==> src/rtl/led_pattern_pkg.sv <==
// Shared types, defaults and mask helper for the LED pattern decoder.
package led_pattern_pkg;

  typedef enum logic [1:0] {
    MODE_DECODE = 2'd0,
    MODE_BLINK  = 2'd1,
    MODE_CHASE  = 2'd2,
    MODE_BAR    = 2'd3
  } led_mode_t;

  // Enable code that the legacy board decoder responded to.
  localparam logic [2:0] DEFAULT_EN_MATCH = 3'b100;

  // The mask helper works on a fixed wide vector so any select width up
  // to MAX_SEL_W can share it; callers keep the low OUT_W bits.
  localparam int MAX_SEL_W = 9;
  localparam int MAX_OUT_W = 512;

  // Active-low one-hot: bit sel is 0, every other bit is 1.
  function automatic logic [MAX_OUT_W-1:0] onehot_n(input logic [MAX_SEL_W-1:0] sel);
    logic [MAX_OUT_W-1:0] one;
    one = {{(MAX_OUT_W-1){1'b0}}, 1'b1};
    onehot_n = ~(one << sel);
  endfunction

endpackage

==> src/rtl/led_tick_gen.sv <==
// Free-running prescaler producing a one-cycle tick every PRESCALE clocks.
// clr restarts the count; a tick that coincides with clr is suppressed so
// the restart wins over the wrap.
module led_tick_gen #(
  parameter int PRESCALE = 4,
  parameter int PS_W     = $clog2(PRESCALE)
) (
  input  logic clk,
  input  logic rst,
  input  logic clr,
  output logic tick
);

  localparam logic [PS_W-1:0] LAST = PS_W'(PRESCALE - 1);

  logic [PS_W-1:0] ps_cnt;
  logic            wrap;

  // Terminal count of the prescaler.
  always_comb begin
    wrap = (ps_cnt == LAST);
    tick = wrap && !clr;
  end

  // Count 0..PRESCALE-1, wrapping, or restart from 0 on clr.
  always_ff @(posedge clk or posedge rst) begin
    if (rst) begin
      ps_cnt <= '0;
    end else if (clr || wrap) begin
      ps_cnt <= '0;
    end else begin
      ps_cnt <= ps_cnt + PS_W'(1);
    end
  end

endmodule

==> src/rtl/led_pattern_decoder.sv <==
// Active-low LED bank driver: plain decode, blink, chase and bar-graph
// modes selected by mode, gated by an exact enable-code match. All outputs
// are registered; inputs reach led one clock later.
module led_pattern_decoder
  import led_pattern_pkg::*;
#(
  parameter int              SEL_W    = 3,
  parameter int              EN_W     = 3,
  parameter logic [EN_W-1:0] EN_MATCH = EN_W'(DEFAULT_EN_MATCH),
  parameter int              PRESCALE = 4,
  parameter int              PS_W     = $clog2(PRESCALE)
) (
  input  logic                clk,
  input  logic                rst,
  input  logic [EN_W-1:0]     enable,
  input  logic [SEL_W-1:0]    switch,
  input  logic [1:0]          mode,
  input  logic                dir,
  output logic [2**SEL_W-1:0] led
);

  localparam int OUT_W = 2**SEL_W;

  led_mode_t        cur_mode;
  led_mode_t        mode_q;
  logic             mchg;
  logic             en_ok;
  logic             tick;
  logic             phase;
  logic             phase_nxt;
  logic [SEL_W-1:0] pos;
  logic [SEL_W-1:0] pos_nxt;
  logic [OUT_W-1:0] led_nxt;

  logic [MAX_OUT_W-1:0] sw_mask_w;
  logic [MAX_OUT_W-1:0] pos_mask_w;
  logic [OUT_W:0]       bar_one;
  logic [OUT_W:0]       bar_inc;
  logic [OUT_W:0]       bar_mask;
  logic                 unused_bits;

  // Decode the mode input, detect a mode change and the enable match.
  always_comb begin
    cur_mode = led_mode_t'(mode);
    mchg     = (cur_mode != mode_q);
    en_ok    = (enable == EN_MATCH);
  end

  led_tick_gen #(
    .PRESCALE (PRESCALE),
    .PS_W     (PS_W)
  ) u_tick (
    .clk  (clk),
    .rst  (rst),
    .clr  (mchg),
    .tick (tick)
  );

  // Pattern masks: active-low one-hots for switch and pos, and the bar
  // fill (2 << switch) - 1 evaluated one bit wider than the LED bank so
  // switch = OUT_W-1 yields all ones before truncation.
  always_comb begin
    sw_mask_w   = onehot_n(MAX_SEL_W'(switch));
    pos_mask_w  = onehot_n(MAX_SEL_W'(pos));
    bar_one     = {{(OUT_W-1){1'b0}}, 2'b10};
    bar_inc     = {{OUT_W{1'b0}}, 1'b1};
    bar_mask    = (bar_one << switch) - bar_inc;
    unused_bits = &{1'b0, sw_mask_w[MAX_OUT_W-1:OUT_W],
                    pos_mask_w[MAX_OUT_W-1:OUT_W], bar_mask[OUT_W]};
  end

  // Next phase/pos: a mode change reloads them and swallows any tick;
  // otherwise blink toggles phase on tick, and chase steps pos on tick
  // only while enabled (modulo OUT_W via natural SEL_W wrap).
  always_comb begin
    phase_nxt = phase;
    pos_nxt   = pos;
    if (mchg) begin
      phase_nxt = 1'b1;
      pos_nxt   = switch;
    end else begin
      if (cur_mode == MODE_BLINK && tick) begin
        phase_nxt = ~phase;
      end
      if (cur_mode == MODE_CHASE && tick && en_ok) begin
        pos_nxt = dir ? (pos - SEL_W'(1)) : (pos + SEL_W'(1));
      end
    end
  end

  // Next LED drive from the current mode and pre-update phase/pos.
  always_comb begin
    led_nxt = '1;
    if (en_ok) begin
      case (cur_mode)
        MODE_DECODE: led_nxt = sw_mask_w[OUT_W-1:0];
        MODE_BLINK:  led_nxt = phase ? sw_mask_w[OUT_W-1:0] : '1;
        MODE_CHASE:  led_nxt = pos_mask_w[OUT_W-1:0];
        MODE_BAR:    led_nxt = ~bar_mask[OUT_W-1:0];
        default:     led_nxt = '1;
      endcase
    end
  end

  // State and output registers; reset blanks the bank.
  always_ff @(posedge clk or posedge rst) begin
    if (rst) begin
      led    <= '1;
      phase  <= 1'b0;
      pos    <= '0;
      mode_q <= MODE_DECODE;
    end else begin
      led    <= led_nxt;
      phase  <= phase_nxt;
      pos    <= pos_nxt;
      mode_q <= cur_mode;
    end
  end

endmodule

==> config.mk <==
export PLATFORM = sky130hd
export DESIGN_NAME = led_pattern_decoder
export DESIGN_NICKNAME = d
export VERILOG_FILES = /design/src/rtl/led_pattern_pkg.sv /design/src/rtl/led_tick_gen.sv /design/src/rtl/led_pattern_decoder.sv
export SDC_FILE = /design/constraint.sdc
export NUM_CORES = 1
export LEC_CHECK = 0
export BUFFER_PORTS_ARGS = -buffer_cell sky130_fd_sc_hd__buf_2
export CAP_MARGIN = 20
export CORE_ASPECT_RATIO = 1.25
export CORE_MARGIN = 3
export CORE_UTILIZATION = 30
export CTS_CLUSTER_DIAMETER = 50
export CTS_CLUSTER_SIZE = 28
export DETAILED_ROUTE_END_ITERATION = 8
export PLACE_DENSITY = 0.59
export RECOVER_POWER = 25
export SYNTH_ARGS = -nofsm -noshare
export SYNTH_HDL_FRONTEND = slang
export SYNTH_SLANG_ARGS = --single-unit
==> constraint.sdc <==
create_clock -name clk -period 2.5 [get_ports clk]
set_input_delay 0.125 -clock clk [delete_from_list [all_inputs] [get_ports clk]]
set_output_delay 0.125 -clock clk [all_outputs]
set_load 0.01 [all_outputs]
==> flow_summary.toml, run 1 <==
[floorplanning]
die_h_um = 72.8
core_area_mm2 = 0.00331
ios = 19
start_util_pct = 32.4
rows = 23
die_w_um = 59.4
dieArea_mm2 = 0.00433

[detailed_routing]
drtIter0Drc = 42
wl_per_cell_um = 14.5
vias_per_cell = 5.48
drt_wl_total_um = 2520
antenna_left = 0
vias = 954
drc = 0
firstDrtPassIters = 4

[critical_path]
worst-path-stages = 6
crit_fanout = 10
r2r-end = "pos[2]"
path_class = "reg2reg"
endpoint = "pos[2]"
cp-start-kind = "flop"
reg2reg_depth = 6
end_kind = "flop"
crit_family = "flip-flops"
crit_buf_inv = 1
arrival_ns = 1.88
r2r_slack_ns = 0.80
crit_path_cell_trace = "inv_1 -> fa_1 -> xnor2_1 -> nand4_1 -> xor2_1 -> a21oi_1"
crit_required_ns = 2.67
cp_slowest_stage_delay_ns = 0.53
crit-reg2reg-launch = "pos[0]"
slowest_stage = "dfrtp_1"
critPathLaunch = "pos[0]"

[synth]
synth_top_family_by_area = "simple AND/OR/NAND/NOR gates"
synth_edf_count = 0
synth-adder-area-share_pct = 4.21
ys_seq_area_share_pct = 38.3
synthCells = 120
yosysUniqueCellTypes = 41
avgSynthCellArea_um2 = 8.93
ys.warnings.count = 0
synthXorXnorAreaFrac_pct = 5.72
async_flop_share_pct = 100
ys_seq_elements = 16
synthMuxAreaShare_pct = 2.34
yosys.area_share.simple_pct = 26.1
synth-compound-area-share_pct = 17.4
syn_area_mm2 = 0.00107
synth_fp_nets = 134
ys.flop_type = "dfstp_2"

[cts]
cts-buffers-inserted = 3
path_clk_slew_ns = 0.06
cts_buffer_depth = 2
clk_latency_ns = 0.24
cts_setup_buffers = 0
cts_resized = 0
numClockSinks = 16
root_buffer = "clkbuf_8"
htree_levels = 1
cts_tree = "done"

[sta]
hold_viol_final = 0
fmax_mhz = 588
timing.final.crit_share_pct = 68.0
maxSlewHeadroom_pct = 53.7
rsz0062_at_grt = "no"
worstMarginPinSlew_ns = 0.694
setup_violations = 0
skew_ns = 0.00156
slew_violations = 0
finalCriticalPeriod_ns = 1.70
fin_setup_tns_ns = 0

[global_routing]
grt_max_degree = 17
antenna_found_initial = 0
track_usage_pct = 12.5
grt_overflow_total = 0
grt_pass1_vias = 927
grt_pass1_wl_um = 4220

[run]
cap_violations = 0

[placed_design]
finalWeightedCongestion = 0.883
hpwl_um = 1920
placed_area_mm2 = 0.00118
portBuffers = 18

[power_and_ir_drop]
p_leak_uw = 0.000493
p_int_uw = 470
seqPwrFrac_pct = 45.5
swShare_pct = 27.3
switchingPower_uw = 177
power_density_mw_per_mm2 = 521
combPwrFrac_pct = 20.1
p_clk_share_pct = 34.5
vdd_ir_drop_max_uv = 246

[hold_path]
hp-class = "in2reg"

[final_layout]
drive_above_1_share_pct = 25.5
nets = 152
antenna_cells = 0
fin_area_mm2 = 0.00124
syn2layout_area_growth_pct = 15.8

[outcome]
status = "completed"
[worst min-delay path, cell delays in order]
cell and delay, ns:
buf_2 0.19, nor2_1 0.13, a21oi_1 0.04
[area by class of cell]
class | count | area [µm²]
clock buffers | 4 | 55.1
well taps | 37 | 46.3
fillers | 346 | 2070
inverters | 7 | 26.3
repair buffers | 20 | 105
multi-input cells | 90 | 597
flip-flops and latches | 16 | 410
[power groups by stage]
stage	sequential, µW	combinational [µW]	clock, µW
after global routing	296	147	239
final	294	130	223
after detailed placement	298	129	0
after global placement	297	128	0
after CTS	294	131	229
after floorplan	288	103	0
[per-layer routing]
| layer | routed length (µm) | global-route usage, % |
|---|---|---|
| met5 | 0 | 0 |
| met4 | 78 | 6.80 |
| met3 | 94 | 0.531 |
| met2 | 1230 | 19.9 |
| met1 | 1110 | 16.7 |
[flip-flops by register name (all words and copies together) (netlist names)]
signal         count
led                8
mode_q             2
phase              1
pos                3
u_tick.ps_cnt      2
[kinds of logic (layout without fill, tap and decap cells)]
group | count (synthesis) | after routing
AND/OR/NAND/NOR | 48 | 48
AO/OA/AOI/OAI | 30 | 30
flip-flops | 16 | 16
buffers and inverters | 14 | 31
XOR/XNOR | 7 | 7
adder cells (fa/ha/maj) | 3 | 3
multiplexers | 2 | 2
[cell usage after synthesis, types with 3 or more instances]
library cell | count | share of area (%)
nand4_1 | 3 | 1.8
nor2_1 | 6 | 2.1
buf_2 | 3 | 1.4
xnor2_1 | 3 | 2.5
nor2b_1 | 3 | 1.8
o21ai_0 | 9 | 4.2
clkbuf_1 | 3 | 1.1
dfrtp_1 | 8 | 19
nor3_1 | 6 | 2.8
xor2_1 | 4 | 3.3
nand3_1 | 5 | 2.3
a31oi_1 | 3 | 1.8
dfstp_2 | 8 | 20
inv_1 | 7 | 2.5
nor3b_1 | 3 | 2.1
a21oi_1 | 9 | 4.2
nand2_1 | 9 | 3.2
[cells in the final DEF, fill, tap and decap left out, types with 2 or more instances in the layout]
master,count
a21oi_1,9
a31oi_1,3
buf_2,16
clkbuf_1,2
clkbuf_8,4
dfrtp_1,8
dfstp_2,8
ha_1,2
inv_1,7
nand2_1,9
nand2b_1,2
nand3_1,5
nand4_1,3
nor2_1,6
nor2b_1,3
nor3_1,6
nor3b_1,3
nor4_1,2
o21ai_0,9
o31ai_1,2
xnor2_1,3
xor2_1,4
[how the worst min path moves through the flow]
| stage | from | end | slack (ns) | cells past startpoint |
|---|---|---|---|---|
| after detailed placement | rst | mode_q[1] | 0.21 | 2 |
| after floorplan | rst | mode_q[0] | 0.03 | 1 |
| after global placement | rst | mode_q[1] | 0.20 | 2 |
| after global routing | enable[0] | led[2] | 0.29 | 4 |
| after CTS | mode[0] | mode_q[0] | 0.13 | 1 |
| final | switch[2] | pos[2] | 0.27 | 3 |
[what timing repair did]
action                     in CTS  in global routing
setup endpoints to repair       0                  0
hold buffers                    1                  0
hold endpoints to repair        8                  0
[per-stage QoR]
stage / std cells / hold WS, ns / setup WS, ns / utilization [%] / total power (µW)
floorplan: 120 / 0.0330 / 0.816 / - / 391
global placement: 169 / 0.201 / 0.780 / 35.6 / 425
detailed placement: 169 / 0.211 / 0.739 / 35.6 / 428
CTS: 174 / 0.133 / 0.769 / 37.5 / 653
global route: 174 / 0.290 / 0.664 / 37.5 / 681
finish: 174 / 0.275 / 0.799 / 37.5 / 646
Note: power is estimated with default switching activity, not from simulation.
==> run 2: changes to the inputs <==
--- a/config.mk
+++ b/config.mk
@@ -13,7 +13,7 @@
 export CTS_CLUSTER_DIAMETER = 50
 export CTS_CLUSTER_SIZE = 28
 export DETAILED_ROUTE_END_ITERATION = 8
-export PLACE_DENSITY = 0.59
+export PLACE_DENSITY = 0.61
 export RECOVER_POWER = 25
 export SYNTH_ARGS = -nofsm -noshare
 export SYNTH_HDL_FRONTEND = slang
==> constraint.sdc (replaced) <==
create_clock -name clk -period 1.4 [get_ports clk]
set_input_delay 0.07 -clock clk [delete_from_list [all_inputs] [get_ports clk]]
set_output_delay 0.07 -clock clk [all_outputs]
set_load 0.01 [all_outputs]
==> flow_summary.toml, run 2 (synthesis gave the netlist of run 1 again) <==
[outcome]
status = "completed"

[global_routing]
track_usage_pct = 13.4
grt_pass1_vias = 1052
grt_pass1_wl_um = 4480
grt_max_degree = 17
grt_overflow_total = 0
antenna_found_initial = 0

[critical_path]
crit_fanout = 2
path_class = "reg2reg"
arrival_ns = 1.56
cp-start-kind = "flop"
crit_path_cell_trace = "inv_2 -> fa_2 -> xnor2_2 -> nand4_1 -> xor2_1 -> a21oi_1"
crit_buf_inv = 1
end_kind = "flop"
slowest_stage = "fa_2"
cp_slowest_stage_delay_ns = 0.37
crit_family = "adder cells"
crit_required_ns = 1.58

[floorplanning]
die_h_um = 72.8
die_w_um = 59.4
ios = 19
core_area_mm2 = 0.00331
dieArea_mm2 = 0.00433
rows = 23
start_util_pct = 32.4

[final_layout]
top_register = "led"
layout_commonest_cell = "buf_4"
top_regs = "led: 8 flops, pos: 3 flops"
syn2layout_area_growth_pct = 30.6
nets = 171
drive_above_1_share_pct = 39.1
largest_register_ffs = 8
final_cell_mix = "buf_4, buf_2, a21oi_1, nand2_1, o21ai_0"
antenna_cells = 0

[power_and_ir_drop]
vdd_ir_drop_max_uv = 277
finalPower_uw = 1230
power_density_mw_per_mm2 = 876
p_leak_uw = 0.000590

[detailed_routing]
wl_per_cell_um = 13.7
vias = 1046
vias_per_cell = 5.42
firstDrtPassIters = 4
drc = 0
drtIter0Drc = 42
drt_wl_total_um = 2640
antenna_left = 0

[cts]
path_clk_slew_ns = 0.07
root_buffer = "clkbuf_8"
clk_latency_ns = 0.26
numClockSinks = 16
cts_tree = "done"
htree_levels = 1
cts_buffer_depth = 2
cts_setup_buffers = 0
cts-buffers-inserted = 3

[sta]
worstMarginPinSlew_ns = 0.612
hold_viol_final = 0
slew_violations = 0
maxSlewHeadroom_pct = 59.2
finalCriticalPeriod_ns = 1.38
hold_ws_ns = 0.0878
worst_slack_ns = 0.0197
timing.final.crit_share_pct = 98.6
setup_violations = 0
skew_ns = 0.00795
fmax_mhz = 724
rsz0062_at_grt = "yes"

[run]
cap_violations = 0

[placed_design]
hpwl_um = 2030
post-place-ws_ns = -0.138
portBuffers = 18
finalWeightedCongestion = 0.840

[hold_path]
hp-class = "in2reg"
-- run 2: cell type report --
| type | instances | area [µm²] |
|---|---|---|
| Fill cell | 317 | 1910 |
| Multi-Input combinational cell | 90 | 612 |
| Sequential cell | 16 | 410 |
| Timing Repair Buffer | 39 | 249 |
| Clock buffer | 4 | 55.1 |
| Tap cell | 37 | 46.3 |
| Inverter | 7 | 26.3 |
-- run 2: worst paths after layout --
check	from	to	slack (ns)	cells past startpoint
setup / recovery	pos[1]	pos[2]	0.02	6
setup reg to reg	pos[1]	pos[2]	0.02	6
hold / removal	mode[1]	mode_q[1]	0.09	1
max in group asynchronous	rst	u_tick.ps_cnt[1]	0.57	3
min in group asynchronous	rst	pos[2]	0.43	3
hold reg to reg	u_tick.ps_cnt[0]	u_tick.ps_cnt[0]	0.44	1
-- run 2: through the flow --
| step | util (%) | setup TNS (ns) | cells | instance area (µm²) |
|---|---|---|---|---|
| 5_1_grt | 42.3 | -0.126 | 193 | 1400 |
| 2_1_floorplan | - | -0.0517 | 120 | 1090 |
| 3_5_place_dp | 40.0 | -0.269 | 188 | 1330 |
| 3_3_place_gp | 40.0 | -0.196 | 188 | 1330 |
| 6_report | 42.3 | 0 | 193 | 1400 |
| 4_1_cts | 42.0 | -0.00585 | 193 | 1390 |
-- run 2: repair_timing --
item / in CTS / in global routing
hold endpoints to repair: 8 / 0
resized for setup: 0 / 2
endpoints found under the setup margin: 1 / 4
pin swaps: 1 / 0
hold buffers: 1 / 0
-- run 2: report_power, final --
group | internal, µW | switching (µW)
Combinational | 144 | 161
Clock | 250 | 160
Sequential | 493 | 17.9
-- run 2: worst register-to-register path: cells and delay by family (launching register included) --
kind / cells / cell delay, ns
XOR/XNOR: 2 / 0.28
AND/OR/NAND/NOR: 1 / 0.10
adder cells (fa/ha/maj): 1 / 0.37
buffers and inverters: 1 / 0.05
AO/OA/AOI/OAI: 1 / 0.14
flip-flops: 1 / 0.36
-- run 2: metal layers --
metal / vias up / wire length [µm] / global-route usage [%]
met5: - / 0 / 0
met4: 0 / 150 / 11.1
met3: 13 / 154 / 1.24
met2: 47 / 1290 / 21.7
met1: 480 / 1040 / 15.6
li1: 506 / - / -
